==> src/rtl/pedestrian_signal_ctrl.sv <==
// Pedestrian crossing controller that sits behind the two-way intersection
// light FSM. It has one crossing FSM per direction. Each FSM latches button
// requests and drives WALK, then a flashing DON'T-WALK with a countdown.
// A sticky fault forces both crossings safe on any illegal vehicle-light pattern.

// One crossing direction: button synchroniser, request latch and IDLE/WALK/FLASH FSM.
module ped_dir #(
    parameter int WALK_CYCLES  = 4,
    parameter int FLASH_CYCLES = 6,
    parameter int FLASH_HALF   = 1,
    parameter int CW           = 4
) (
    input  logic          clk,
    input  logic          reset,
    input  logic          force_safe,
    input  logic          btn,
    input  logic          green,
    input  logic          red,
    output logic          walk,
    output logic          dont_walk,
    output logic          req_wait,
    output logic [CW-1:0] count,
    output logic          abort_set,
    output logic [1:0]    state_dbg
);
    localparam int TW = $clog2(WALK_CYCLES + 1);
    localparam int HW = $clog2(FLASH_HALF + 1);
    localparam logic [TW-1:0] WALK_LOAD  = TW'(WALK_CYCLES - 1);
    localparam logic [HW-1:0] HALF_LOAD  = HW'(FLASH_HALF - 1);
    localparam logic [CW-1:0] FLASH_LOAD = CW'(FLASH_CYCLES);

    typedef enum logic [1:0] {S_IDLE = 2'd0, S_WALK = 2'd1, S_FLASH = 2'd2} state_t;

    state_t        state_q, state_d;
    logic          btn_s1, btn_s2, btn_s3;
    logic          green_q;
    logic          walk_q, walk_d;
    logic          dont_walk_q, dont_walk_d;
    logic          wait_q, wait_d;
    logic [CW-1:0] count_q, count_d;
    logic [TW-1:0] timer_q, timer_d;
    logic [HW-1:0] half_q, half_d;
    logic          abort_d;

    logic btn_edge, green_rise, start, walk_done, flash_end;

    // A request is served only on a fresh green. A press that is detected on
    // that same edge is held for the next green.
    assign btn_edge   = btn_s2 & ~btn_s3;
    assign green_rise = green & ~green_q;
    assign start      = (state_q == S_IDLE) && green_rise && wait_q;
    assign walk_done  = !green || (timer_q == '0);
    assign flash_end  = red || (count_q == CW'(1));

    // Button synchroniser/edge history and previous green sample.
    always_ff @(posedge clk) begin
        if (!reset) begin
            btn_s1  <= 1'b0;
            btn_s2  <= 1'b0;
            btn_s3  <= 1'b0;
            green_q <= 1'b0;
        end else begin
            btn_s1  <= btn;
            btn_s2  <= btn_s1;
            btn_s3  <= btn_s2;
            green_q <= green;
        end
    end

    // State register.
    always_ff @(posedge clk) begin
        if (!reset) state_q <= S_IDLE;
        else        state_q <= state_d;
    end

    // Next-state logic. A fault forces IDLE. Red during FLASH truncates it.
    always_comb begin
        state_d = state_q;
        if (force_safe) begin
            state_d = S_IDLE;
        end else begin
            case (state_q)
                S_IDLE:  if (start)     state_d = S_WALK;
                S_WALK:  if (walk_done) state_d = S_FLASH;
                S_FLASH: if (flash_end) state_d = S_IDLE;
                default:                state_d = S_IDLE;
            endcase
        end
    end

    // Next values of the registered lamps, countdown, timers and request latch.
    always_comb begin
        walk_d      = walk_q;
        dont_walk_d = dont_walk_q;
        count_d     = count_q;
        timer_d     = timer_q;
        half_d      = half_q;
        abort_d     = 1'b0;
        wait_d      = btn_edge | (wait_q & ~start);
        if (force_safe) begin
            walk_d      = 1'b0;
            dont_walk_d = 1'b1;
            count_d     = '0;
            wait_d      = 1'b0;
        end else begin
            case (state_q)
                S_IDLE: begin
                    walk_d      = 1'b0;
                    dont_walk_d = 1'b1;
                    count_d     = '0;
                    if (start) begin
                        walk_d      = 1'b1;
                        dont_walk_d = 1'b0;
                        timer_d     = WALK_LOAD;
                    end
                end
                S_WALK: begin
                    if (walk_done) begin
                        walk_d      = 1'b0;
                        dont_walk_d = 1'b1;
                        count_d     = FLASH_LOAD;
                        half_d      = HALF_LOAD;
                    end else begin
                        timer_d = timer_q - TW'(1);
                    end
                end
                S_FLASH: begin
                    if (flash_end) begin
                        walk_d      = 1'b0;
                        dont_walk_d = 1'b1;
                        count_d     = '0;
                        abort_d     = red;
                    end else begin
                        count_d = count_q - CW'(1);
                        if (half_q == '0) begin
                            dont_walk_d = ~dont_walk_q;
                            half_d      = HALF_LOAD;
                        end else begin
                            half_d = half_q - HW'(1);
                        end
                    end
                end
                default: begin
                    walk_d      = 1'b0;
                    dont_walk_d = 1'b1;
                    count_d     = '0;
                end
            endcase
        end
    end

    // Output and datapath registers.
    always_ff @(posedge clk) begin
        if (!reset) begin
            walk_q      <= 1'b0;
            dont_walk_q <= 1'b1;
            wait_q      <= 1'b0;
            count_q     <= '0;
            timer_q     <= '0;
            half_q      <= '0;
        end else begin
            walk_q      <= walk_d;
            dont_walk_q <= dont_walk_d;
            wait_q      <= wait_d;
            count_q     <= count_d;
            timer_q     <= timer_d;
            half_q      <= half_d;
        end
    end

    assign walk      = walk_q;
    assign dont_walk = dont_walk_q;
    assign req_wait  = wait_q;
    assign count     = count_q;
    assign abort_set = abort_d;
    assign state_dbg = state_q;
endmodule

// Top: two independent crossing FSMs, the light-pattern check and the sticky fault.
module pedestrian_signal_ctrl #(
    parameter int WALK_CYCLES  = 4,
    parameter int FLASH_CYCLES = 6,
    parameter int FLASH_HALF   = 1,
    parameter int CW           = 4
) (
    input  logic          clk,
    input  logic          reset,
    input  logic          ns_red,
    input  logic          ns_yellow,
    input  logic          ns_green,
    input  logic          ew_red,
    input  logic          ew_yellow,
    input  logic          ew_green,
    input  logic          ped_btn_ns,
    input  logic          ped_btn_ew,
    output logic          ns_walk,
    output logic          ew_walk,
    output logic          ns_dont_walk,
    output logic          ew_dont_walk,
    output logic          ns_wait,
    output logic          ew_wait,
    output logic [CW-1:0] ns_count,
    output logic [CW-1:0] ew_count,
    output logic          abort,
    output logic          fault
);
    logic       illegal, force_safe;
    logic       fault_q, abort_q;
    logic       ns_abort_set, ew_abort_set;
    logic [1:0] ns_state, ew_state;

    // Legal: each direction one-hot, and at least one direction showing red.
    assign illegal = !$onehot({ns_red, ns_yellow, ns_green}) ||
                     !$onehot({ew_red, ew_yellow, ew_green}) ||
                     (!ns_red && !ew_red);
    assign force_safe = fault_q | illegal;

    // Sticky fault flag and registered abort pulse.
    always_ff @(posedge clk) begin
        if (!reset) begin
            fault_q <= 1'b0;
            abort_q <= 1'b0;
        end else begin
            if (illegal) fault_q <= 1'b1;
            abort_q <= ns_abort_set | ew_abort_set;
        end
    end

    ped_dir #(
        .WALK_CYCLES(WALK_CYCLES), .FLASH_CYCLES(FLASH_CYCLES),
        .FLASH_HALF(FLASH_HALF), .CW(CW)
    ) u_ns (
        .clk(clk), .reset(reset), .force_safe(force_safe),
        .btn(ped_btn_ns), .green(ns_green), .red(ns_red),
        .walk(ns_walk), .dont_walk(ns_dont_walk), .req_wait(ns_wait),
        .count(ns_count), .abort_set(ns_abort_set), .state_dbg(ns_state)
    );

    ped_dir #(
        .WALK_CYCLES(WALK_CYCLES), .FLASH_CYCLES(FLASH_CYCLES),
        .FLASH_HALF(FLASH_HALF), .CW(CW)
    ) u_ew (
        .clk(clk), .reset(reset), .force_safe(force_safe),
        .btn(ped_btn_ew), .green(ew_green), .red(ew_red),
        .walk(ew_walk), .dont_walk(ew_dont_walk), .req_wait(ew_wait),
        .count(ew_count), .abort_set(ew_abort_set), .state_dbg(ew_state)
    );

    assign abort = abort_q;
    assign fault = fault_q;
endmodule

==> config.mk <==
export PLATFORM = sky130hd
export DESIGN_NAME = pedestrian_signal_ctrl
export DESIGN_NICKNAME = d
export VERILOG_FILES = /design/src/rtl/pedestrian_signal_ctrl.sv
export SDC_FILE = /design/constraint.sdc
export NUM_CORES = 1
export LEC_CHECK = 0
export CAP_MARGIN = 20
export CORE_ASPECT_RATIO = 2
export CORE_UTILIZATION = 48
export CTS_CLUSTER_DIAMETER = 50
export DETAILED_ROUTE_END_ITERATION = 6
export GPL_ROUTABILITY_DRIVEN = 0
export MAX_ROUTING_LAYER = met4
export PLACE_DENSITY = 0.84
export SLEW_MARGIN = 10
export SYNTH_ARGS = -nofsm -noshare
export SYNTH_HDL_FRONTEND = slang
export SYNTH_HIERARCHICAL = 1
export SYNTH_SLANG_ARGS = --single-unit
==> constraint.sdc <==
create_clock -name clk -period 2.2 [get_ports clk]
set_input_delay 0.33 -clock clk [delete_from_list [all_inputs] [get_ports clk]]
set_output_delay 0.33 -clock clk [all_outputs]
set_load 0.005 [all_outputs]
; ---- Yosys cells after proc, flatten, opt, wreduce, memory -nomap -nowiden
; Index checks and enable logic that the tools add are counted.
[totals]
regBits = 36
inputBits = 10
[classes]
n_addsub = 10
eq_ne = 20
mux = 50
bitwise_logic = 20
n_reduce_logical = 36
[ops]
columns = cell, count
row1 = $mux W1, 24
row2 = $mux W4, 4
row3 = $pmux W4 S2, 2
row4 = $reduce_and A4 Y1, 4
row5 = $mux W2, 6
row6 = $mux W3, 4
row7 = $ne A2 B1 Y1 const B, 6
row8 = $pmux W1 S3, 4
row9 = $pmux W2 S3, 2
row10 = $pmux W3 S2, 2
row11 = $not A1 Y1, 10
row12 = $eq A2 B1 Y1 const B, 4
row13 = $eq A4 B1 Y1 const B, 2
row14 = $ne A2 B2 Y1 const B, 4
row15 = $reduce_and A2 Y1, 4
row16 = $reduce_bool A2 Y1, 4
row17 = $sub A4 B1 Y4 const B, 2
row18 = $and A1 B1 Y1, 6
row19 = $logic_not A1 Y1, 6
row20 = $logic_not A3 Y1, 2
row21 = $logic_or A1 B1 Y1, 6
row22 = $ne A3 B3 Y1 const B, 2
row23 = $reduce_and A3 Y1, 2
row24 = $sub A3 B1 Y3 const B, 2
row25 = other kinds (9), 22

; ---- Longest topological paths before layout
[logic_depth]
ltp_word = 9
depth_mapped = 8
mapped_depth_nobuf = 7

; ---- Modules after synthesis
; Netlist, hierarchy kept.
[by_module_without_submodules]
columns = module, instances, cells_per_inst, area_each_um2
row1 = ped_dir (u_ew), 1, 95, 840.8
row2 = ped_dir (u_ns), 1, 93, 839.6
row3 = pedestrian_signal_ctrl, 1, 15, 140.1

; ---- Least setup slack after synthesis
; No wires, ideal clock.
[synth_path]
path_type = input to register
start = input ns_red
end = register u_ns.dont_walk_q, in the netlist u_ns/dont_walk
setup_time_ps = 122
t_arrival_ps = 2082
required_time_ps = 2078
slack_ps = -4
path_stages = 7
path_buffers = 1
path_cell_list = inv_1 fa_1 nand3b_1 or4_1 nand2b_1 buf_6 o32a_1
[synth_between]
elab_chain_len = 7
word_cells_on_any_way = 14
[synth_lines]
columns = element, line_no
row1 = start: declaration, 188  ; input logic ns_red,
row2 = $add A2 B1 Y2 (not written as such), 213  ; assign illegal = !$onehot({ns_red, ns_yellow, ns_green}) ||
row3 = $eq A2 B1 Y1, 213
row4 = $logic_not A1 Y1, 213
row5 = $logic_or A1 B1 Y1, 213
row6 = $logic_or A1 B1 Y1 *, 214  ; !$onehot({ew_red, ew_yellow, ew_green}) ||
row7 = $or A1 B1 Y1 *, 216  ; assign force_safe = fault_q | illegal;
row8 = named net force_safe, 207  ; logic illegal, force_safe;
row9 = $reduce_or A2 Y1 (no line) *, --
row10 = end signal: assignment, 163  ; dont_walk_q <= dont_walk_d;
row11 = end: declaration, 38  ; logic dont_walk_q, dont_walk_d;
; Mark *: on every way through the listed nets, which the timed path passes. The rest lies on a longest branch.
; A chain may end at the register's enable or synchronous reset.

; ---- Worst setup path in the final report
[layout_path]
start = input ns_green
end = register u_ew.timer_q[1]
[layout_between]
elab_chain_len = 9
[layout_lines]
columns = element, line_no
row1 = start: declaration, 190  ; input logic ns_green,
row2 = $add A1 B1 Y2 (not written as such), 213
row3 = $add A2 B1 Y2 (not written as such), 213
row4 = $eq A2 B1 Y1, 213
row5 = $logic_not A1 Y1, 213
row6 = $logic_or A1 B1 Y1, 213
row7 = $logic_or A1 B1 Y1, 214
row8 = $or A1 B1 Y1, 216
row9 = named net force_safe, 207
row10 = $not A1 Y1 (no line), --
row11 = $reduce_and A4 Y1 (no line), --
row12 = end signal: assignment, 166  ; timer_q <= timer_d;
row13 = end: declaration, 41  ; logic [TW-1:0] timer_q, timer_d;
; The timed path passes the listed nets, and every way through them passes these cells.

==> reports/metrics.yaml <==
peakVddDrop_mv: 0.572
antenna_found_initial: 0
postLayoutCoreUtil_pct: 66.6
seq_area_um2: 681
synth_ff_type: "dfxtp_1"
crit_arrival_ps: 2350
whs_ps: 428
port_buffers: 25
clk_pin_slew_ps: 70
maxUsedRoutingLayer: "met4"
netlist_area_mm2: 0.00182
drv_cap: 0
antenna_left: 0
track_usage_pct: 24.4
via_per_inst: 5.63
async_reset_ff_share_pct: 0
power_density_mw_per_mm2: 517
worst_clock_skew_ps: 7.89
internal_power_uw: 979
antenna_cells: 0
seqPwrFrac_pct: 50.3
wl_met2_um: 2370
die_x_um: 45.5
num-fill-cells: 289
slew_headroom_pct: 69.5
grt_pass1_vias: 1673
combinationalPowerShare_pct: 5.9
synth_top_cell_area_share_pct: 37.4
dieHeight_um: 89.1
ios: 26
syn_inst: 203
grt_max_degree: 12
area_delta_synth_final_pct: 32.0
vias: 1672
dp_hpwl_um: 3140
postSynthRegisterBits: 34
clock_sinks: 34
setup_tns_ps: 0
final_layout_size_suffix_gt1_share_pct: 15.7
synth.avg_cell_area_um2: 8.97
hold_path.class: "reg2reg"
timing.fmax_mhz: 471
cts_tree: "yes"
dr.pass1.iters: 4
finalMaxSlewViolations: 0
cts-root-buf: "clkbuf_8"
wl_um: 4260
num_rows: 31
route.met3.wl_um: 123
dr.first_iter.drc_count: 30
post-route-period-util_pct: 96.5
yosysUniqueCellTypes: 49
status: "finished, final reports clean"
fin_crit_ps: 2120
syn_nets: 229
worst_pin_slew_ps: 457
grt_pass1_wl_um: 6870
power_mw: 1.24
grt_remaining_overflow: 0
cp.required_ps: 2430
critPathLaunchType: "input port"
synth_edf_count: 0
setup_viol: 0
path_max_fanout: 7
yosys_warnings: 6
initial_core_util_pct: 50.5
power_switching_uw: 264
core_mm2: 0.00361
leakagePower_nw: 0.931
cts_buffers: 5
htreeDepth: 2
netlist_top_cells_area: "dfxtp_1, ha_1, inv_1, a21oi_1, and2_1"
met1_length_um: 1540
cts.path.max_buffers: 2
yosysSeqAreaShare_pct: 37.4
fin_nets: 273
critPathKind: "in2reg"
clk_latency_ps: 290
multi_input_area_mm2: 0.00109
wl_per_cell_um: 14.3
yosysTopAreaCell: "dfxtp_1"
rsz0062_at_grt: "no"
sw_frac_of_total_pct: 21.3
die_area_mm2: 0.00406
power.share.clock_pct: 43.8
finalHoldViolCount: 0
end_kind: "flop"
drc: 0
## cell usage after synthesis, types with 2 or more instances
cell and instances:
a21boi_0 3, a21oi_1 16, a311oi_1 2, a31oi_1 2, a41oi_1 2, and2_1 9
and3_1 2, buf_6 2, dfxtp_1 34, fa_1 2, ha_1 14, inv_1 23
mux2i_1 3, nand2_1 12, nand2b_1 5, nand3_1 7, nand3b_1 5, nand4_1 5
nor2_1 10, nor2b_1 4, nor3_1 2, o211a_1 2, o21a_1 3, o21ai_0 4
o31ai_1 4, o32ai_1 2, or4_1 2
## worst max-delay path: stages
cell and delay, ps:
clkdlybuf4s15_1 210, inv_1 70, fa_1 460, nand3b_1 200, or4_4 510, a21oi_4 200, a21boi_1 220, o211a_1 150
## state kept, by name, indices dropped and copies added (netlist names), 2 cells and up
| register | cells |
|---|---|
| u_ew/state_dbg | 2 |
| u_ew/timer_q | 3 |
| u_ns/count | 4 |
| u_ns/timer_q | 3 |
| u_ns/state_dbg | 2 |
| u_ew/count | 4 |
## area by class of cell
type                            instances  area share (%)
Clock buffer                            8            4.58
Multi-Input combinational cell        142            45.3
Tap cell                               49            2.55
Sequential cell                        34            28.3
Inverter                               23            3.59
Timing Repair Buffer                   41            15.7
## power groups by stage
stage / Clock [mW] / Sequential (mW) / Combinational [mW]
finish: 0.544 / 0.626 / 0.0734
global route: 0.581 / 0.626 / 0.0798
CTS: 0.555 / 0.626 / 0.0737
detailed placement: 0 / 0.640 / 0.0720
global placement: 0 / 0.640 / 0.0715
floorplan: 0 / 0.639 / 0.0261
## metal layers
layer	GRT usage (%)	vias up
met1	20.5	802
li1	-	802
met3	4.65	20
met2	44.7	48
met4	17.1	0
met5	-	-
## metrics by stage
| stage | area [µm²] | setup WS [ps] | cells |
|---|---|---|---|
| 6_report | 2400 | 76.4 | 297 |
| 4_1_cts | 2380 | 6.22 | 296 |
| 2_1_floorplan | 1820 | 46.4 | 203 |
| 5_1_grt | 2400 | 27.8 | 297 |
| 3_5_place_dp | 2220 | -605 | 288 |
| 3_3_place_gp | 2220 | -586 | 288 |
## final timing paths
path,startpoint,end,slack (ps),cells after the start
worst max-delay path,ns_green,u_ew/timer_q[1],80,8
worst min-delay path,u_ns/btn_s1,u_ns/btn_s2,430,1
worst max register to register,u_ns/count[0],u_ns/walk,400,5
worst min register to register,u_ns/btn_s1,u_ns/btn_s2,430,1
## kinds of logic (layout without fill, tap and decap cells)
| family | count (synthesis) | in the layout | synth area share (%) |
|---|---|---|---|
| fa+ha+maj | 16 | 16 | 11.8 |
| xor+xnor | 2 | 2 | 0.962 |
| buf+inv | 27 | 72 | 6.46 |
| simple gates | 75 | 75 | 24.4 |
| mux | 3 | 3 | 1.65 |
| flops | 34 | 34 | 37.4 |
| compound gates | 46 | 46 | 17.3 |
## layout by cell type (no fill, tap or decap), drive strengths merged, types with 3 or more instances in the layout
cell           count
nand4              5
nor2              10
buf               16
inv               23
nand2b             6
nand3              7
ha                14
o31ai              4
dfxtp             34
clkdlybuf4s50     19
a21boi             3
nand3b             5
nor2b              4
or4                3
and3               3
a21oi             16
clkbuf             8
mux2i              3
o21a               3
and2              10
nand2             12
o21ai              4
## timing repair
action	CTS	global route
setup buffers	0	1
hold buffers	0	0
gates resized for setup	18	5
gates cloned	0	0
pin swaps	4	4
endpoints found under the setup margin	24	14
(Power assumes the default switching activity.)
